$ cat config.mk
export PLATFORM = sky130hd
export DESIGN_NAME = m1_image_loader
export DESIGN_NICKNAME = d
export VERILOG_FILES = /design/src/rtl/m1_image_loader.sv
export SDC_FILE = /design/constraint.sdc
export NUM_CORES = 1
export LEC_CHECK = 0
export BUFFER_PORTS_ARGS = -buffer_cell sky130_fd_sc_hd__buf_4
export CAP_MARGIN = 10
export CORE_ASPECT_RATIO = 1.5
export CORE_MARGIN = 3
export CORE_UTILIZATION = 55
export CTS_CLUSTER_SIZE = 30
export DETAILED_ROUTE_END_ITERATION = 10
export GPL_TIMING_DRIVEN = 0
export PLACE_DENSITY = 0.8
export RECOVER_POWER = 50
export SYNTH_ARGS = -nofsm -noshare
export SYNTH_HDL_FRONTEND = slang
export SYNTH_SLANG_ARGS = --single-unit
$ cat constraint.sdc
create_clock -name clock -period 4.1 [get_ports clock]
set_input_delay 0.615 -clock clock [delete_from_list [all_inputs] [get_ports clock]]
set_output_delay 0.615 -clock clock [all_outputs]
set_load 0.02 [all_outputs]
$ cat src/rtl/m1_image_loader.sv
// m1_image_loader
//   Writer side of the M1 input-image memory. Packs a valid/ready pixel stream
//   into PIXELS_PER_WORD-wide M1 words (lane 0 in the low bits) and writes whole
//   frames into two ping-pong buffers. Each committed frame is announced with a
//   one-cycle frame_ready pulse and its buffer select. The buffer then stays
//   locked until the consumer returns buffer_release.
//
// Ports
//   clock, reset        rising-edge clock, asynchronous active-high reset
//   in_valid/in_data    pixel stream, in_last marks the final pixel of a frame
//   in_ready            loader accepts a pixel this cycle (registered state only)
//   M1_WriteBus         packed word, unfilled lanes zero
//   M1_WriteAddress     {buffer select, word index}
//   M1_WriteEnable      one-cycle write strobe
//   frame_ready         one-cycle pulse when a frame is committed
//   frame_base_offset   buffer select of the committed frame (with frame_ready)
//   buffer_release      one-cycle pulse freeing the oldest full buffer
//   frame_err           one-cycle pulse with frame_ready when frame length was wrong
module m1_image_loader #(
   parameter int unsigned PIXEL_W         = 8,
   parameter int unsigned PIXELS_PER_WORD = 4,
   parameter int unsigned FRAME_WORDS     = 4096,
   parameter int unsigned ADDR_W          = 13
) (
   input  logic                               clock,
   input  logic                               reset,
   input  logic                               in_valid,
   input  logic [PIXEL_W-1:0]                 in_data,
   input  logic                               in_last,
   output logic                               in_ready,
   output logic [PIXEL_W*PIXELS_PER_WORD-1:0] M1_WriteBus,
   output logic [ADDR_W-1:0]                  M1_WriteAddress,
   output logic                               M1_WriteEnable,
   output logic                               frame_ready,
   output logic                               frame_base_offset,
   input  logic                               buffer_release,
   output logic                               frame_err
);

   localparam int unsigned WORD_W = PIXEL_W * PIXELS_PER_WORD;
   localparam int unsigned IDX_W  = ADDR_W - 1;
   localparam int unsigned LANE_W = (PIXELS_PER_WORD > 1) ? $clog2(PIXELS_PER_WORD) : 1;
   localparam logic [IDX_W-1:0]  LAST_IDX  = IDX_W'(FRAME_WORDS - 1);
   localparam logic [LANE_W-1:0] LAST_LANE = LANE_W'(PIXELS_PER_WORD - 1);

   typedef enum logic [1:0] {
      S_IDLE   = 2'd0,
      S_FILL   = 2'd1,
      S_COMMIT = 2'd2
   } state_t;

   state_t              r_state;
   state_t              w_state_nxt;

   logic                r_rst_done;
   logic                r_wr_sel;
   logic                r_rd_sel;
   logic [1:0]          r_buf_full;
   logic [LANE_W-1:0]   r_lane;
   logic [IDX_W-1:0]    r_word_idx;
   logic [WORD_W-1:0]   r_pack;
   logic                r_err;
   logic [WORD_W-1:0]   r_bus;
   logic [ADDR_W-1:0]   r_addr;
   logic                r_we;

   logic                w_accept;
   logic                w_last_word;
   logic                w_last_lane;
   logic                w_word_done;
   logic                w_frame_end;
   logic                w_frame_ok;
   logic                w_commit;
   logic                w_release;
   logic [1:0]          w_set_mask;
   logic [1:0]          w_clr_mask;
   logic [WORD_W-1:0]   w_word_nxt;

   // r_rst_done keeps in_ready low while reset is held and on the first cycle after.
   assign in_ready = r_rst_done &
                     (((r_state == S_IDLE) & ~r_buf_full[r_wr_sel]) | (r_state == S_FILL));
   assign w_accept = in_valid & in_ready;

   assign w_last_word = (r_word_idx == LAST_IDX);
   assign w_last_lane = (r_lane == LAST_LANE);
   assign w_word_done = in_last | w_last_lane;
   assign w_frame_end = in_last | (w_last_lane & w_last_word);
   assign w_frame_ok  = in_last & w_last_lane & w_last_word;

   assign w_commit   = (r_state == S_COMMIT);
   // A release with no full buffer is ignored, so the read pointer never runs ahead.
   assign w_release  = buffer_release & (|r_buf_full);
   assign w_set_mask = w_commit  ? (2'b01 << r_wr_sel) : 2'b00;
   assign w_clr_mask = w_release ? (2'b01 << r_rd_sel) : 2'b00;

   // Lane 0 starts from zero so lanes not reached before in_last stay zero-padded.
   always_comb begin
      w_word_nxt = (r_lane == '0) ? '0 : r_pack;
      w_word_nxt[int'(r_lane) * PIXEL_W +: PIXEL_W] = in_data;
   end

   always_ff @(posedge clock or posedge reset) begin
      if (reset) r_state <= S_IDLE;
      else       r_state <= w_state_nxt;
   end

   always_comb begin
      w_state_nxt       = r_state;
      frame_ready       = 1'b0;
      frame_base_offset = 1'b0;
      frame_err         = 1'b0;
      case (r_state)
         S_IDLE: begin
            if (w_accept) w_state_nxt = w_frame_end ? S_COMMIT : S_FILL;
         end
         S_FILL: begin
            if (w_accept && w_frame_end) w_state_nxt = S_COMMIT;
         end
         S_COMMIT: begin
            frame_ready       = 1'b1;
            frame_base_offset = r_wr_sel;
            frame_err         = r_err;
            w_state_nxt       = S_IDLE;
         end
         default: w_state_nxt = S_IDLE;
      endcase
   end

   always_ff @(posedge clock or posedge reset) begin
      if (reset) begin
         r_rst_done <= 1'b0;
         r_wr_sel   <= 1'b0;
         r_rd_sel   <= 1'b0;
         r_buf_full <= '0;
         r_lane     <= '0;
         r_word_idx <= '0;
         r_pack     <= '0;
         r_err      <= 1'b0;
         r_bus      <= '0;
         r_addr     <= '0;
         r_we       <= 1'b0;
      end else begin
         r_rst_done <= 1'b1;
         r_we       <= 1'b0;
         // Release clears after commit sets, so a release on the buffer being
         // committed only wins if that buffer was already marked full.
         r_buf_full <= (r_buf_full | w_set_mask) & ~w_clr_mask;
         if (w_release) r_rd_sel <= ~r_rd_sel;

         if (w_commit) begin
            r_wr_sel   <= ~r_wr_sel;
            r_word_idx <= '0;
            r_lane     <= '0;
         end else if (w_accept) begin
            r_pack <= w_word_nxt;
            if (w_word_done) begin
               r_we       <= 1'b1;
               r_bus      <= w_word_nxt;
               r_addr     <= {r_wr_sel, r_word_idx};
               r_lane     <= '0;
               r_word_idx <= r_word_idx + 1'b1;
            end else begin
               r_lane <= r_lane + 1'b1;
            end
            if (w_frame_end) r_err <= ~w_frame_ok;
         end
      end
   end

   assign M1_WriteBus     = r_bus;
   assign M1_WriteAddress = r_addr;
   assign M1_WriteEnable  = r_we;

endmodule

==> results.toml <==
[grt]
overflow = 0
grt_pass1_wl_microns = 16300
grt_pass1_vias = 3366
grt_max_degree = 76
antenna_found_initial = 0
track_usage = 0.232

[die]
core_sq_um = 7710
start_util = 0.571
rows = 39
die_y_microns = 116
die_area_sq_um = 9140
pin_count = 63
die_x_microns = 79.1

[logic_synthesis]
async_flop_share = 1.00
synth_top_family_by_area = "compound AO/OA/AOI/OAI gates"
synth-xor-area-share = 0.00597
seq_area_frac_synth = 0.568
synthSimpleGateAreaFrac = 0.107
syn_nets = 402
ys_types = 46
synth_seq_cells = 100
synth_adder_area_share = 0.0199
muxShareOfSynthArea = 0.0799
synthTopCellsByArea = "dfrtp_1 57%, mux2_2 7.4%, a22oi_1 3.9%, o21ai_0 3.4%, nand2_1 2.7%"
synth_flop_cell = "dfrtp_1"
netlist_area_sq_um = 4400
syn_inst = 382
synthTopCellsByCount = "100 x dfrtp_1, 32 x nand2_1, 30 x o21ai_0"
synth_compound_area_frac = 0.184
avgSynthCellArea_sq_um = 11.5
yosys_warnings = 0
synth-edff-count = 0
synth_area_leader_cell = "dfrtp_1"
yosys.cell_count.top_type = "dfrtp_1"
synth_top_area_share = 0.568

[timing]
drv_slew = 76
whs_ns = 0.449
skew_ns = 0.00634
worst_pin_slew_ns = 1.77
finalCritPeriodShare = 0.662
maxSlewHeadroom = -0.182
max_freq_mhz = 368
fin_crit_ns = 2.71
rsz0062_at_grt = "no"
hold_viol = 0
fin_ws_ns = 1.39
finalSetupViolCount = 0

[clock_tree]
clock-sinks = 100
cts_tree = "built"
cts-buffers-inserted = 9
cts_setup_buffers = 0
cts_root_buf = "clkbuf_16"
clock_path_buffers = 2
cts_max_level = 3
clock_latency_ns = 0.35
holdBufCountCts = 0
clk_pin_slew_ns = 0.06
cts_resized = 0

[setup_path]
worst_setup_path_end_kind = "async pin"
slowest_stage = "clkbuf_2"
regToRegEndpoint = "r_pack[1]$_DFFE_PP0P_"
crit_path_max_incr_delay_ns = 1.41
required_ns = 4.22
cp_max_fo = 75
reg2regPathDepth = 6
criticalPathCategory = "input port to async pin"
cp_cell_sequence = "clkbuf_4 -> clkinvlp_2 -> clkbuf_2"
r2r_start = "r_lane[0]$_DFFE_PP0P_"
rrSetupSlack_ns = 1.74
arrival_ns = 2.83
start_kind = "input port"

[layout]
drive_above_1_share = 0.215
nNetsFinal = 471
nFillCells = 619
area_growth_pct = 18.4
antenna_cells = 0
finalInstanceArea_sq_um = 5210
utilization = 0.676

[drt]
firstDrtPassIters = 5
finalWirelength_microns = 9880
post_drt_wl_per_cell_microns = 17.7
drt_iter0_drc = 235
vias = 3326
drt-vias-per-instance = 5.97
ant_nets = 0
drc = 0

[hold_path]
hp-start = "r_state[1]$_DFFE_PP0P_"
min_path_type = "flip-flop to flip-flop"
holdPathStages = 1
holdPathEnd = "r_state[0]$_DFFE_PP0P_"

[power]
p_leak_nw = 2.41
ir_worst_vdd_mv = 0.333
pwr_density_cell_nw_per_um2 = 587

[run_status]
outcome = "finished, violations left"
violations = "capacitance limit, slew limit"

[placement]
placed_cell_area_sq_um = 4990
dp_slack_ns = 1.74
gp_congestion = 0.869
io_buffers = 57
dp_hpwl_microns = 7060

[flow_run]
maxCapViolCount = 1
## layout by cell type (no fill, tap or decap), types with 9 or more instances in the layout
cell type / n
a21oi_1: 17
a22o_1: 13
a22oi_1: 23
a32o_1: 10
buf_4: 37
clkbuf_1: 26
clkbuf_16: 9
dfrtp_1: 100
mux2_2: 29
nand2_1: 32
nand3_1: 9
nor2_1: 15
nor2b_1: 12
o21ai_0: 30
o31ai_1: 9
## worst max path at each step
stage,start,endpoint,depth (start not counted)
global route,reset,M1_WriteBus[13]$_DFFE_PP0P_,3
floorplan,reset,M1_WriteAddress[0]$_DFFE_PP0P_,1
finish,reset,M1_WriteBus[13]$_DFFE_PP0P_,3
CTS,r_state[0]$_DFFE_PP0P_,frame_ready,5
detailed placement,r_lane[0]$_DFFE_PP0P_,r_pack[5]$_DFFE_PP0P_,6
global placement,reset,M1_WriteBus[21]$_DFFE_PP0P_,2
## report_power, final
part / leakage, nW / switching (mW) / total (mW) / internal (mW)
combinational: 0.887 / 0.517 / 0.836 / 0.319
sequential: 1.37 / 0.146 / 1.31 / 1.17
clock: 0.158 / 0.351 / 0.914 / 0.563
## worst max-delay path, delay by kind of cell
kind	cells	cell delay, ns
buf+inv	3	2.16
## state kept, by name, indices dropped and copies added, names as in the netlist
| signal | count |
|---|---|
| M1_WriteAddress | 13 |
| M1_WriteBus | 32 |
| M1_WriteEnable | 1 |
| r_rd_sel | 1 |
| r_wr_sel | 1 |
| r_buf_full | 2 |
| r_lane | 2 |
| r_state | 2 |
| r_rst_done | 1 |
| r_pack | 32 |
| r_word_idx | 12 |
| r_err | 1 |
## through the flow
step,setup TNS [ns],total power [mW],cells
4_1_cts,0,3.11,557
3_5_place_dp,0,2.19,542
5_1_grt,0,3.23,557
6_report,0,3.06,557
2_1_floorplan,0,1.87,382
3_3_place_gp,-9.24,2.15,541
## metal layers
layer | global-route usage | wire (microns)
met2 | 0.398 | 5210
met3 | 0.0505 | 539
met1 | 0.278 | 3860
met5 | 0 | 0
met4 | 0.110 | 276
## final cells by class
cell class              count  area, sq um  area share
well taps                 102          128      0.0245
inverters                   7         27.5     0.00528
flip-flops and latches    100         2500       0.480
multi-input cells         251         1750       0.336
repair buffers             58          354      0.0679
clock inverters             4         72.6      0.0139
clock buffers              11          253      0.0485
plain buffers              24          121      0.0233
## cell families after synthesis
group	count (synthesis)
compound gates	115
flops	100
simple gates	94
mux	31
buf+inv	31
fa+ha+maj	7
xor+xnor	3
other cells	1
Note: power is estimated with default switching activity, not from simulation.
